<file path="src/rtl/gemips_pipe_pkg.sv">
// Shared constants for the GeMIPS pipeline hazard control logic.
package gemips_pipe_pkg;

    // Stage indices: IF is the youngest stage, WB the oldest.
    localparam int STG_IF  = 0;
    localparam int STG_ID  = 1;
    localparam int STG_EX  = 2;
    localparam int STG_MEM = 3;
    localparam int STG_WB  = 4;

    localparam int NUM_STAGES_DEF = 5;

    // Bits needed to hold an index in 0..n-1 (at least one bit).
    function automatic int idx_width(input int n);
        return (n > 1) ? $clog2(n) : 1;
    endfunction

endpackage

</file>
<file path="src/rtl/pipe_prio_enc.sv">
// Highest-set-bit priority encoder: index of the most significant request.
module pipe_prio_enc #(
    parameter int N  = 5,
    parameter int IW = (N > 1) ? $clog2(N) : 1
) (
    input  logic [N-1:0]  req,
    output logic [IW-1:0] idx,
    output logic          valid
);

    // Scan upward so the highest set bit is the last one written.
    always_comb begin
        idx   = '0;
        valid = 1'b0;
        for (int i = 0; i < N; i++) begin
            if (req[i]) begin
                idx   = IW'(i);
                valid = 1'b1;
            end
        end
    end

endmodule

</file>
<file path="src/rtl/pipe_stall_ctrl.sv">
// N-stage stall / flush / bubble controller with multi-cycle wait tracking,
// a wait watchdog and a saturating stall-cycle counter.
module pipe_stall_ctrl
    import gemips_pipe_pkg::*;
#(
    parameter int NUM_STAGES  = NUM_STAGES_DEF,
    parameter int TIMEOUT_CYC = 1024,
    parameter int CNT_W       = 32
) (
    input  logic                  clk,
    input  logic                  rst,
    input  logic [NUM_STAGES-1:0] stall_req,
    input  logic [NUM_STAGES-1:0] wait_start,
    input  logic [NUM_STAGES-1:0] wait_done,
    input  logic [NUM_STAGES-1:0] flush_req,
    input  logic                  stall_cnt_clr,
    output logic [NUM_STAGES-1:0] stall,
    output logic [NUM_STAGES-1:0] bubble,
    output logic [NUM_STAGES-1:0] flush,
    output logic [NUM_STAGES-1:0] wait_pend,
    output logic                  wait_timeout,
    output logic [CNT_W-1:0]      stall_cnt
);

    localparam int IW   = idx_width(NUM_STAGES);
    localparam int WD_W = idx_width(TIMEOUT_CYC + 1);
    localparam logic [WD_W-1:0] WD_LAST = WD_W'((TIMEOUT_CYC > 0) ? TIMEOUT_CYC - 1 : 0);

    logic [NUM_STAGES-1:0] wait_pend_reg;
    logic [NUM_STAGES-1:0] wait_act;
    logic [NUM_STAGES-1:0] above_f;
    logic [NUM_STAGES-1:0] below_f;
    logic [NUM_STAGES-1:0] defer_src;
    logic [NUM_STAGES-1:0] src;
    logic [NUM_STAGES-1:0] stall_mask;
    logic [NUM_STAGES-1:0] bubble_mask;
    logic [IW-1:0]         f_idx;
    logic [IW-1:0]         h_idx;
    logic                  f_valid;
    logic                  h_valid;
    logic                  flush_eff;
    logic [WD_W-1:0]       wd_cnt_reg;
    logic                  wd_qual;
    logic                  wd_fire;
    logic                  timeout_reg;
    logic [CNT_W-1:0]      stall_cnt_reg;

    // A wait is live from its start pulse until (and excluding) its done pulse.
    assign wait_act = (wait_start | wait_pend_reg) & ~wait_done;

    pipe_prio_enc #(.N(NUM_STAGES), .IW(IW)) u_flush_enc (
        .req   (flush_req),
        .idx   (f_idx),
        .valid (f_valid)
    );

    // Per-stage masks relative to the flushing stage F and the stall head H.
    for (genvar gi = 0; gi < NUM_STAGES; gi++) begin : g_mask
        assign above_f[gi]    = f_valid && (IW'(gi) > f_idx);
        assign below_f[gi]    = f_valid && (IW'(gi) < f_idx);
        assign defer_src[gi]  = f_valid && !flush_eff && (IW'(gi) == f_idx);
        assign stall_mask[gi] = (IW'(gi) <= h_idx);
        if (gi == 0) begin : g_bub0
            assign bubble_mask[gi] = 1'b0;
        end else begin : g_bubn
            assign bubble_mask[gi] = (IW'(gi - 1) == h_idx);
        end
    end

    // Flush goes ahead only if nothing older is stalling, F itself is not
    // stalling, and no younger stage is waiting on the bus.
    assign flush_eff = f_valid
                    && !(|((stall_req | wait_act) & above_f))
                    && !stall_req[f_idx]
                    && !(|(wait_act & below_f));

    assign src = stall_req | wait_act | defer_src;

    pipe_prio_enc #(.N(NUM_STAGES), .IW(IW)) u_stall_enc (
        .req   (src),
        .idx   (h_idx),
        .valid (h_valid)
    );

    // Combinational hold / NOP controls, forced idle during reset.
    always_comb begin
        stall  = '0;
        bubble = '0;
        flush  = '0;
        if (!rst) begin
            if (flush_eff) begin
                flush = below_f;
            end else if (h_valid) begin
                stall  = stall_mask;
                bubble = bubble_mask;
            end
        end
    end

    assign wd_qual = (|wait_act) && !(|wait_done);
    assign wd_fire = (TIMEOUT_CYC != 0) && wd_qual && (wd_cnt_reg == WD_LAST);

    // Pending-wait flags and watchdog; a firing watchdog abandons all waits.
    always_ff @(posedge clk or posedge rst) begin
        if (rst) begin
            wait_pend_reg <= '0;
            wd_cnt_reg    <= '0;
            timeout_reg   <= 1'b0;
        end else begin
            timeout_reg <= wd_fire;
            if (wd_fire) begin
                wait_pend_reg <= '0;
                wd_cnt_reg    <= '0;
            end else begin
                wait_pend_reg <= wait_act;
                wd_cnt_reg    <= (wd_qual && TIMEOUT_CYC != 0) ? wd_cnt_reg + WD_W'(1) : '0;
            end
        end
    end

    // Saturating count of cycles in which the fetch stage is held.
    always_ff @(posedge clk or posedge rst) begin
        if (rst) begin
            stall_cnt_reg <= '0;
        end else if (stall_cnt_clr) begin
            stall_cnt_reg <= '0;
        end else if (stall[0] && (stall_cnt_reg != {CNT_W{1'b1}})) begin
            stall_cnt_reg <= stall_cnt_reg + CNT_W'(1);
        end
    end

    assign wait_pend    = wait_pend_reg;
    assign wait_timeout = timeout_reg;
    assign stall_cnt    = stall_cnt_reg;

endmodule

</file>
<file path="config.mk">
export PLATFORM = sky130hd
export DESIGN_NAME = pipe_stall_ctrl
export DESIGN_NICKNAME = d
export VERILOG_FILES = /design/src/rtl/gemips_pipe_pkg.sv /design/src/rtl/pipe_prio_enc.sv /design/src/rtl/pipe_stall_ctrl.sv
export SDC_FILE = /design/constraint.sdc
export NUM_CORES = 1
export LEC_CHECK = 0
export CAP_MARGIN = 20
export CORE_MARGIN = 2
export CORE_UTILIZATION = 51
export CTS_BUF_LIST = sky130_fd_sc_hd__clkbuf_8 sky130_fd_sc_hd__clkbuf_16
export DETAILED_ROUTE_END_ITERATION = 16
export GPL_ROUTABILITY_DRIVEN = 0
export PLACE_DENSITY = 0.81
export SYNTH_ARGS = -nofsm -noshare
export SYNTH_HDL_FRONTEND = slang
export SYNTH_HIERARCHICAL = 1
export SYNTH_SLANG_ARGS = --single-unit
</file>
<file path="constraint.sdc">
create_clock -name clk -period 9.83 [get_ports clk]
set_input_delay 2.949 -clock clk [delete_from_list [all_inputs] [get_ports clk]]
set_output_delay 2.949 -clock clk [all_outputs]
set_load 0.05 [all_outputs]
</file>
==> Implementation_results.wiki <==
{| class="wikitable"
! Metric !! Value
|-
| DRC violation count after routing || 0
|-
| CTS clock-pin slew for the worst setup and hold paths || approximately 0.09 ns
|-
| Worst Clk Skew || around 0.0095 ns
|-
| Total inserted antenna cells || 0
|-
| P&R area growth vs syn || 29.35%
|-
| Detail-routed net length per standard cell || about 15 µm
|-
| Sink count of the clock tree || 49
|-
| Area after DPL || around 4100 µm²
|-
| Multi-input gate area in the final layout || about 1900 µm²
|-
| Detailed Route Iter0 Violations || ~220
|-
| Run status || finished clean
|-
| Die Area || 7121 µm²
|-
| Power per cell area || between 100 and 150 nW/µm²
|-
| Remaining antenna violation count || 0
|-
| Number of antenna violations at the first check in global routing || 0
|-
| Aggregate global-route resource usage || 22.26%
|-
| Number of distinct standard cells referenced by the synthesized netlist || between 50 and 60
|-
| Maximum clock rate || approximately 110 MHz
|-
| Launch point of the worst path || flush_req[4]
|-
| First drt pass iteration count || 5
|-
| Shortest period the worst path allows || about 9.4 ns
|-
| TritonCTS buffer count || 5
|-
| Type of the worst setup path || primary input to output pin
|-
| Area of all placed cells without fillers || roughly 4300 µm²
|-
| Setup crit start kind || primary input
|-
| Overall overflow remaining after global route || 0
|-
| Post-synth EDFFs || 0
|-
| Top fanout value on the critical path || 12
|-
| Total number of H-tree levels || 2
|-
| LEAKAGE || around 0.0017 µW
|-
| IR Drop Worst-Case VDD || approximately 0.000074 V
|-
| Resized Gates After CTS || 0
|-
| Beginning of the worst hold path || wd_cnt_reg[0]$_DFF_PP0_
|-
| Worst Hold Class || flop to flop
|-
| Die outline width || approximately 84 µm
|-
| Hpwl dp || 5.586 mm
|-
| Placement Rows || 29
|-
| Netlist area before placement || 3296 µm²
|-
| Post-route setup TNS || 0 ns
|-
| I/O pins || between 70 and 80
|-
| Max-cap violations || 0
|-
| Fin. max-slew vios || 0
|-
| Mean post-synth cell area || 8.859 µm²
|-
| Via count of the first global-routing pass || slightly below 3000
|-
| Floorplan die height || 84.39 µm
|-
| Yosys reg bits || 49
|-
| Final layout net count || roughly 460
|-
| Capturing element type of the critical path || output pin
|-
| Yosys synthesis warning count || 6
|-
| Post CTS Setup Buffer Count || 0
|-
| Root buffer selected by CTS || sky130_fd_sc_hd__clkbuf_8
|-
| Number of endpoints with negative hold slack in the final report || 0
|-
| Vias after detailed routing || 3056
|-
| Number of hold-repair buffers added at the cts stage || 0
|-
| Final period utilization || 95.52%
|-
| Cells after synthesis || 372
|-
| Clock Tree Buf Depth || 2
|-
| Worst-case hold slack || roughly 0.5 ns
|-
| Dominant register cell in the synthesized netlist || sky130_fd_sc_hd__dfrtp_1
|-
| Post-detailed-routing wire length || about 7.7 mm
|-
| Final-layout fill cell count || between 500 and 600
|-
| Sequential-to-total area share from yosys stat || 37.21%
|-
| Initial standard-cell utilization of the core || between 50% and 60%
|-
| Max transition margin || approximately 56%
|-
| Setup-violating endpoint count in the final report || 0
|-
| Tot Pwr || around 450 µW
|-
| Source of the worst register-to-register timing path || wait_pend[1]$_DFF_PP0_
|-
| Number of vias per cell || slightly below 6
|-
| Number of I/O port buffers || 74
|-
| Slew at the pin with the worst max-slew slack || between 0.6 and 0.7 ns
|-
| Data arrival time of the worst path || between 6 and 7 ns
|-
| Clock latency reported for the late side of the worst-skew pair || just over 0.3 ns
|-
| Required time reported for the critical path endpoint || between 6 and 7 ns
|-
| Ratio of cells with drive above 1 in the final layout || 12.56%
|-
| Setup repair after global routing missed its margin || no
|-
| Syn nets || between 300 and 400
|-
| Post-synth ARST share || between 90% and 100%
|-
| Area inside the core boundary || between 6000 and 7000 µm²
|-
| Maximum number of pins on one net before global-route repair || 53
|-
| Flip-flop count of the largest register, all copies and words added || 32
|-
| First-pass GRT wire length || roughly 13 mm
|-
| TritonCTS clock tree || built
|-
| Sequential Area || ~1200 µm²
|}
[routing by layer]
layer | track usage, % | vias up | routed length, µm
met5 | 0 | - | 0
met4 | 3.608 | 0 | 73
met1 | 27.99 | 1479 | 3257
met3 | 4.621 | 7 | 461
met2 | 40.26 | 102 | 3948
li1 | - | 1468 | -
[cells in the final DEF (no fill, tap or decap), types with 9 or more instances in the layout]
master                            instances
sky130_fd_sc_hd__nand4_1                 15
sky130_fd_sc_hd__inv_1                    9
sky130_fd_sc_hd__nand3_1                 17
sky130_fd_sc_hd__dfrtp_1                 49
sky130_fd_sc_hd__nor3_1                  11
sky130_fd_sc_hd__nor2b_1                 21
sky130_fd_sc_hd__a21oi_1                 14
sky130_fd_sc_hd__buf_4                   11
sky130_fd_sc_hd__nand2_1                 18
sky130_fd_sc_hd__nor4_1                  13
sky130_fd_sc_hd__mux2_1                  11
sky130_fd_sc_hd__clkdlybuf4s50_1         60
sky130_fd_sc_hd__buf_12                  11
sky130_fd_sc_hd__mux2_4                   9
sky130_fd_sc_hd__nor2_1                  60
[cell type report]
type                            count  area share [%]
Sequential cell                    49           28.76
Multi-Input combinational cell    287           44.03
Clock buffer                        5           1.614
Clock inverter                      3           1.086
Tap cell                           77           2.260
Timing Repair Buffer               82           21.19
Inverter                           12           1.057
[where the power goes]
group / switching [µW] / leakage [µW] / internal (µW) / total [µW]
clock network: 72.1 / 0.0000543 / 76.2 / 148
registers: 2.72 / 0.000676 / 204 / 207
logic: 56.2 / 0.00100 / 35.9 / 92.1
total: 131 / 0.00173 / 316 / 447
[worst max-delay path, cell delays in order]
cell	delay (ns)
sky130_fd_sc_hd__clkdlybuf4s50_1	0.50
sky130_fd_sc_hd__buf_4	0.20
sky130_fd_sc_hd__a21oi_2	0.05
sky130_fd_sc_hd__or2_1	0.27
sky130_fd_sc_hd__mux2_1	0.32
sky130_fd_sc_hd__a211oi_1	0.22
sky130_fd_sc_hd__and4b_1	0.24
sky130_fd_sc_hd__nor2b_1	0.10
sky130_fd_sc_hd__a311o_1	0.48
sky130_fd_sc_hd__nor3_1	0.22
sky130_fd_sc_hd__nand2_1	0.09
sky130_fd_sc_hd__nor2b_1	0.15
sky130_fd_sc_hd__nand2b_1	0.19
sky130_fd_sc_hd__inv_2	0.10
sky130_fd_sc_hd__and4b_1	0.21
sky130_fd_sc_hd__buf_12	0.15
[through the flow]
step / util [%] / setup WS (ns) / instances
6_report: 67.52 / 0.4408 / 515
5_1_grt: 67.52 / 0.1819 / 515
4_1_cts: 67.52 / 0.4370 / 515
3_5_place_dp: 65.70 / 0.4392 / 507
3_3_place_gp: 65.70 / 0.5776 / 507
2_1_floorplan: - / 0.4974 / 372
[logic make-up after synthesis]
logic type,after synthesis,synth area share [%]
buffers and inverters,36,6.036
AND/OR/NAND/NOR,206,34.89
adder cells (fa/ha/maj),2,0.7592
flip-flops,49,37.21
AO/OA/AOI/OAI,47,10.10
other,1,0.1138
XOR/XNOR,8,2.126
multiplexers,23,8.770
[worst paths after layout]
path	cells past startpoint	slack (ns)	endpoint
setup / recovery	16	0.44	bubble[4]
hold / removal	1	0.49	wd_cnt_reg[0]$_DFF_PP0_
setup reg to reg	14	6.07	stall_cnt[15]$_DFFE_PP0P_
hold reg to reg	1	0.49	wd_cnt_reg[0]$_DFF_PP0_
max in group asynchronous	3	6.22	stall_cnt[17]$_DFFE_PP0P_
min in group asynchronous	3	3.17	stall_cnt[29]$_DFFE_PP0P_
[synth_stat cells (all sizes together) (3+ instances only)]
cell,count,area [µm²]
and2,3,18.77
nor2b,21,131.4
xor2,4,35.03
buf,14,116.4
nand2b,8,50.05
nand2,18,67.56
o21bai,4,30.03
nand3,18,95.09
or3,5,31.28
or4,9,71.32
clkbuf,10,37.54
and4b,3,30.03
nor3,14,85.08
dfrtp,49,1226
nand4,15,93.84
o21ba,3,30.03
mux2i,3,30.03
nor4b,5,68.82
xnor2,4,35.03
nor2,60,225.2
and3,6,37.54
o21ai,7,35.03
mux2,20,259.0
and4,4,35.03
a21oi,16,87.59
inv,11,41.29
o31ai,6,45.04
nor4,13,81.33
a311o,3,30.03
No activity file was read; power rests on OpenSTA's default activity.
